[src/rtl/seg_display_scan.sv]
// Time-multiplexed common-anode seven-segment driver with a prescaled scan,
// double-buffered digits, leading-zero blanking and 16-level brightness.
module seg_display_scan #(
  parameter int N_DIGITS = 4,
  parameter int TICK_DIV = 50000
) (
  input  logic                  clk,
  input  logic                  rst,
  input  logic [4*N_DIGITS-1:0] value,
  input  logic [N_DIGITS-1:0]   dp_in,
  input  logic                  load,
  input  logic                  blank_lz,
  input  logic [3:0]            bright,
  output logic [0:6]            sseg,
  output logic                  dp,
  output logic [N_DIGITS-1:0]   an,
  output logic                  frame_done
);

  localparam int CW = (TICK_DIV > 1) ? $clog2(TICK_DIV) : 1;
  localparam int IW = (N_DIGITS > 1) ? $clog2(N_DIGITS) : 1;
  localparam logic [CW-1:0] CMAX = CW'(TICK_DIV - 1);
  localparam logic [IW-1:0] IMAX = IW'(N_DIGITS - 1);

  logic [CW-1:0]         cnt;
  logic [3:0]            phase;
  logic [IW-1:0]         idx;
  logic [4*N_DIGITS-1:0] pend_val;
  logic [4*N_DIGITS-1:0] act_val;
  logic [N_DIGITS-1:0]   pend_dp;
  logic [N_DIGITS-1:0]   act_dp;

  logic                  tick;
  logic                  slot_end;
  logic                  wrap;
  logic [3:0]            nib;
  logic [N_DIGITS-1:0]   lz;
  logic                  nz;
  logic [0:6]            sseg_n;
  logic                  dp_n;
  logic [N_DIGITS-1:0]   an_n;

  function automatic logic [0:6] glyph(input logic [3:0] h);
    logic [0:6] g;
    unique case (h)
      4'h0: g = 7'b0000001;
      4'h1: g = 7'b1001111;
      4'h2: g = 7'b0010010;
      4'h3: g = 7'b0000110;
      4'h4: g = 7'b1001100;
      4'h5: g = 7'b0100100;
      4'h6: g = 7'b0100000;
      4'h7: g = 7'b0001111;
      4'h8: g = 7'b0000000;
      4'h9: g = 7'b0000100;
      4'hA: g = 7'b0001000;
      4'hB: g = 7'b1100000;
      4'hC: g = 7'b0110001;
      4'hD: g = 7'b1000010;
      4'hE: g = 7'b0110000;
      4'hF: g = 7'b0111000;
    endcase
    return g;
  endfunction

  assign tick     = (cnt == CMAX);
  assign slot_end = tick && (phase == 4'hF);
  assign wrap     = slot_end && (idx == IMAX);

  // A digit is a leading zero when it and every digit above it are zero.
  always_comb begin
    lz = '0;
    nz = 1'b0;
    for (int i = N_DIGITS - 1; i > 0; i--) begin
      nz    = nz | (|act_val[4*i +: 4]);
      lz[i] = ~nz;
    end
  end

  always_comb begin
    nib    = act_val[4*idx +: 4];
    sseg_n = glyph(nib);
    if (blank_lz && lz[idx])
      sseg_n = 7'b1111111;
    dp_n = ~act_dp[idx];
    an_n = '1;
    if (phase <= bright)
      an_n[idx] = 1'b0;
  end

  always_ff @(posedge clk) begin
    if (rst) begin
      cnt        <= '0;
      phase      <= '0;
      idx        <= '0;
      pend_val   <= '0;
      pend_dp    <= '0;
      act_val    <= '0;
      act_dp     <= '0;
      sseg       <= 7'b1111111;
      dp         <= 1'b1;
      an         <= '1;
      frame_done <= 1'b0;
    end else begin
      cnt <= tick ? '0 : cnt + 1'b1;
      if (tick)
        phase <= phase + 1'b1;
      if (slot_end)
        idx <= (idx == IMAX) ? '0 : idx + 1'b1;
      // A load landing on the wrap edge waits for the next frame.
      if (wrap) begin
        act_val <= pend_val;
        act_dp  <= pend_dp;
      end
      if (load) begin
        pend_val <= value;
        pend_dp  <= dp_in;
      end
      sseg       <= sseg_n;
      dp         <= dp_n;
      an         <= an_n;
      frame_done <= wrap;
    end
  end

endmodule

[config.mk]
export PLATFORM = sky130hd
export DESIGN_NAME = seg_display_scan
export DESIGN_NICKNAME = d
export VERILOG_FILES = /design/src/rtl/seg_display_scan.sv
export SDC_FILE = /design/constraint.sdc
export NUM_CORES = 1
export LEC_CHECK = 0
export BUFFER_PORTS_ARGS = -buffer_cell sky130_fd_sc_hd__buf_2
export CAP_MARGIN = 25
export CORE_MARGIN = 2
export CORE_UTILIZATION = 40
export CTS_CLUSTER_SIZE = 24
export DETAILED_ROUTE_END_ITERATION = 10
export PLACE_DENSITY = 0.55
export SYNTH_ARGS = -nofsm -noshare
export SYNTH_HDL_FRONTEND = slang
export SYNTH_SLANG_ARGS = --single-unit
[constraint.sdc]
create_clock -name clk -period 3.9 [get_ports clk]
set_input_delay 0.39 -clock clk [delete_from_list [all_inputs] [get_ports clk]]
set_output_delay 0.39 -clock clk [all_outputs]
set_load 0.01 [all_outputs]
# ---- Yosys cells after proc, flatten, opt, wreduce, memory -nomap -nowiden
# Memory sizes are Yosys's and may differ from the RTL's. A register that Yosys moved wholly into a read port is not among the register bits.
# Cells that the tools add are included.
dict set report op_classes {
  magnitude_cmp 3
  n_reduce_logical 10
  n_addsub 3
  n_bitwise 8
  shifts 1
  eq_ne 3
  mux 7
}
# operator count
set op_table {}
lappend op_table {{$add A16 B1 Y16 const B} 1}
lappend op_table {{$eq A16 B16 Y1 const B} 1}
lappend op_table {{$shiftx A16 B5 Y4} 1}
lappend op_table {{$reduce_or A4 Y1} 3}
lappend op_table {{$reduce_or A2 Y1} 3}
lappend op_table {{$not A1 Y1} 5}
lappend op_table {{$add A4 B1 Y4 const B} 1}
lappend op_table {{$bmux W1 S2} 2}
lappend op_table {{$eq A4 B4 Y1 const B} 1}
lappend op_table {{$le A4 B4 Y1} 1}
lappend op_table {{$logic_and A1 B1 Y1} 4}
lappend op_table {{$not A4 Y4} 1}
lappend op_table {{$lt A2 B3 Y1 const B} 1}
lappend op_table {{$mux W1} 3}
lappend op_table {{$add A2 B1 Y2 const B} 1}
lappend op_table {{$demux W1 S2} 1}
lappend op_table {{$eq A2 B2 Y1 const B} 1}
lappend op_table {{$ge A2 B1 Y1 const B} 1}
lappend op_table {{$mux W2} 1}
lappend op_table {{$or A1 B1 Y1} 2}
dict set report totals {
  reg_bits 68
  n_memories 1
  romBits 112
  inputBits 28
}
# memory words width read_ports rd_clocked_by_memory_dff wr line
set mem_list {}
lappend mem_list {{(name not given)} 16 7 1 1 0 45} ;# unique case (h)

# ---- Longest topological paths before layout
dict set report depth {
  word_depth 8
  ltp_mapped 8
  depth_no_buf 7
}

# ---- Worst setup path after synthesis
# No wires, ideal clock.
dict set report synth_path {
  kind {register to register}
  start {reg idx[0]}
  end {reg sseg[0] (netlist bit)}
  path_stages_with_launch 8
  required_time_ns 3.755
  arrival_ns 1.753
  path_buffers 1
  path_slack_ns 2.002
  cell_sequence {dfxtp_1 -> buf_2 -> mux4_2 -> ha_1 -> mux2i_1 -> nand2_1 -> o221ai_1 -> o21ai_0}
}
dict set report synth_between {
  elab_chain_len 4
  word_cells_on_any_way 5
  classes_between {shift: 1; mux: 2; reduce/logical: 2}
}
# element line
set synth_lines {}
lappend synth_lines {{start, declared} 27} ;# logic [IW-1:0] idx;
lappend synth_lines {{start signal, assigned} 109} ;# idx <= (idx == IMAX) ? '0 : idx + 1'b1;
lappend synth_lines {{$bmux W1 S2} 83} ;# if (blank_lz && lz[idx])
lappend synth_lines {{$mux W1 (not written as such)} 83}
lappend synth_lines {{$logic_and A1 B1 Y1} 83}
lappend synth_lines {{$reduce_or A2 Y1 (no source line)} --}
lappend synth_lines {{end, declared} 14} ;# output logic [0:6] sseg,
# Parallel ways exist; a longest one is shown, timed or not. The select of a mux whose other input is x is not followed.
# A chain may end at the register's enable or synchronous reset.

# ---- Worst setup path after layout
# Same ends and word-level chain as after synthesis.

==> out/summary.log <==
[yosys] fraction of the mapped netlist area in compound gates 3.78%
[global_routing] via count of the first global-routing pass 2142
[global_routing] first-pass GRT wire length 9810 µm
[global_routing] global-route congestion overflow total 0
[finish] final core utilization 45.8%
[pwr] power per unit of standard cell area 371 nW/µm²
[placed_design] number of buffers added on ports 40
[yosys] adder and majority cell fraction of the synthesized area 5.93%
[yosys] count of flip-flops with a built-in enable after synthesis 0
[timing] Achievable Freq 0.410 GHz
[clocking] TritonCTS buffer count 9
[min_path] min-delay src value[14]
[min_path] hold crit path type in -> reg
[timing] Rel. slew slack 44.2%
[clocking] clock edge transition at the registers on the reported setup and hold paths 0.07 ns
[yosys] Synth Instances 336
[clocking] later-pin clock latency in the skew report 0.34 ns
[detailed_routing] total number of vias 2315
[detailed_routing] post-detailed-route wirelength per cell 12.1 µm
[yosys] area of the mapped netlist 3370 µm²
[min_path] Hold Crit Endpoint pend_val[14]
[timing] Worst Max-Slew Pin Slew 0.814 ns
[worst_setup_path] Worst Path Arrival 2.69 ns
[yosys] dominant synthesized flop cell sky130_fd_sc_hd__dfxtp_1
[yosys] Synth cell types 41
[clocking] maximum root-to-sink buffer count 2
[yosys] XOR/XNOR Fraction of Synth Area 4.93%
[min_path] worst hold path depth 3
[detailed_routing] antenna-violating nets left 0
[worst_setup_path] type of the worst setup path reg -> reg
[clocking] clock tree from TritonCTS done
[detailed_routing] DRT Wirelength 5830 µm
[worst_setup_path] worst-case reg-to-reg path depth 7
[yosys] mux contribution to synthesized area 17.6%
[timing] Fin. Hold Viols 0
[clocking] total of cells resized after clock tree synthesis 0
[yosys] Net Count, Synth 380
[yosys] async set-reset flop share out of synthesis 0%
[finish] growth of design area from synthesis to finish 11.6%
[die] floorplan die height 95.9 µm
[die] row cnt 33
[placed_design] global placer's final weighted congestion 0.760
[timing] final setup violation count 0
[global_routing] global-route total usage across every layer 13.7%
[die] I/O pins 41
[timing] post-route minimum period 2.44 ns
[yosys] area fraction in and, or, nand and nor cells after synthesis 18.0%
[worst_setup_path] largest fanout on the critical path 17
[yosys] combinational family with the most area after synthesis simple AND/OR/NAND/NOR gates
[worst_setup_path] Required @ worst endpoint 4.15 ns
[placed_design] DP Wirelength 4140 µm
[timing] final critical-path share of the clock period 62.5%
[die] die area 9190 µm²
[finish] nets@finish 414
[pwr] maximum vdd drop 0.135 mV
[yosys] post-synthesis sequential area ratio 44.5%
[detailed_routing] First-pass DRT Iterations 4
[clocking] Post-CTS Hold Fix Bufs 0
[clocking] H-tree Lvls 3
[die] placeable core region 8220 µm²
[die] initial standard-cell utilization of the core 41.1%
[placed_design] Setup WS pre-CTS 1.44 ns
[die] Chip Width 95.9 µm
[yosys] Syn Area/Cell 10.0 µm²
[finish] Fillers 810
[detailed_routing] initial drt markers 90
[timing] final setup slack of the worst path 1.46 ns
[pwr] cell leakage power 1.70 nW
[finish] commonest cells after routing, fill and taps aside sky130_fd_sc_hd__dfxtp_1, sky130_fd_sc_hd__nor2_1, sky130_fd_sc_hd__mux2i_1, sky130_fd_sc_hd__buf_2, sky130_fd_sc_hd__nand2_1
[worst_setup_path] kind of start point of the critical path register
[yosys] number of warnings printed during yosys synthesis 0
[worst_setup_path] start of the worst register-to-register path idx[0]
[flow_run] Max Cap Viol 0
[finish] antenna diode count 0
[timing] unrepaired setup endpoints after global routing no
[timing] worst clock skew 0.00597 ns
[timing] final slew viol count 0
[clocking] cell at the root of the clock tree sky130_fd_sc_hd__clkbuf_8
[worst_setup_path] CP endpoint kind register
[worst_setup_path] register-to-register path setup slack 1.46 ns
[global_routing] initial antenna violation count 0
[detailed_routing] Avg Vias per Cell 4.82
[finish] share of final-layout standard cells stronger than drive strength 1 20.5%
[clocking] Clock Sink Count 75
[finish] most common cell after layout, fill and taps aside sky130_fd_sc_hd__dfxtp_1
[worst_setup_path] worst reg2reg endpoint sseg[0]
[timing] summed negative setup slack over all endpoints 0 ns
[outcome] outcome finished clean
[global_routing] pin count of the biggest net entering global routing 55
[clocking] Post CTS Setup Buffer Count 0
[detailed_routing] remaining routing DRC violations 0
[yosys] synthesis-stage register bit count 75
## routing by layer
layer	share of wire, %	vias to the layer above	routed length [µm]	track usage (%)
met2	44	39	2580	21.4
met3	4.5	5	260	5.09
met4	1.2	0	67	3.57
met1	50	1061	2920	17.9
li1	-	1210	-	-
met5	0	-	0	0
## where the power goes
part           switching [mW]  internal (mW)
registers              0.0101          0.784
clock network           0.267          0.264
logic                  0.0377         0.0328
## area by class of cell
cell class | count | area (µm²) | share of cell area, %
Clock buffer | 12 | 155 | 4.12
Clock inverter | 4 | 25.0 | 0.665
Inverter | 13 | 48.8 | 1.30
Multi-Input combinational cell | 230 | 1700 | 45.0
Sequential cell | 75 | 1500 | 39.9
Tap cell | 105 | 131 | 3.49
Timing Repair Buffer | 41 | 208 | 5.52
## cell families (layout without fill, tap and decap cells)
| kind of cell | Yosys count | count (layout) |
|---|---|---|
| mux | 54 | 54 |
| flops | 75 | 75 |
| compound gates | 19 | 19 |
| fa+ha+maj | 16 | 16 |
| buf+inv | 31 | 70 |
| xor+xnor | 19 | 19 |
| simple gates | 122 | 122 |
## sequential cells by signal, summed over array words and instances, names as in the netlist
signal / cells
cnt: 16
act_val: 16
pend_dp: 4
sseg: 7
phase: 4
frame_done: 1
idx: 2
act_dp: 4
an: 4
pend_val: 16
dp: 1
## synth_stat cells, drive strengths merged, types with 4 or more instances
cell type  number  share of area [%]
dfxtp          75                 44
nand2          18                2.1
clkbuf          8               0.89
inv            13                1.4
xnor2           6                1.6
xor2           13                3.4
and3            4               0.74
ha             16                5.9
nand3b          4               0.89
buf            10                2.9
nor3            4               0.59
mux4            4                2.7
o21ai           5               0.74
mux2i          47                 14
nor2           67                8.5
nand3           9                1.5
## worst max-delay path: stages (launching register included)
cell                       delay (ns)
sky130_fd_sc_hd__dfxtp_1         0.76
sky130_fd_sc_hd__mux4_2          0.66
sky130_fd_sc_hd__inv_1           0.13
sky130_fd_sc_hd__ha_1            0.29
sky130_fd_sc_hd__mux2i_1         0.11
sky130_fd_sc_hd__nand2_1         0.07
sky130_fd_sc_hd__o221ai_1        0.11
sky130_fd_sc_hd__o21ai_0         0.20
## how the worst max path moves through the flow
| stage | from | to | slack, ns |
|---|---|---|---|
| 5_1_grt | idx[0] | sseg[3] | 1.14 |
| 4_1_cts | idx[0] | sseg[0] | 1.42 |
| 2_1_floorplan | idx[0] | sseg[0] | 2.00 |
| 3_5_place_dp | idx[0] | sseg[6] | 1.44 |
| 3_3_place_gp | idx[0] | sseg[6] | 1.44 |
| 6_report | idx[0] | sseg[0] | 1.46 |
## metrics by stage
step / power (mW) / hold WS, ns / area [µm²] / instances
floorplan: 0.859 / 0.439 / 3370 / 336
global placement: 0.884 / 0.453 / 3580 / 464
detailed placement: 0.884 / 0.461 / 3580 / 464
CTS: 1.42 / 0.265 / 3760 / 480
global route: 1.46 / 0.276 / 3760 / 480
finish: 1.40 / 0.284 / 3760 / 480
No activity file was read; power rests on OpenSTA's default activity.
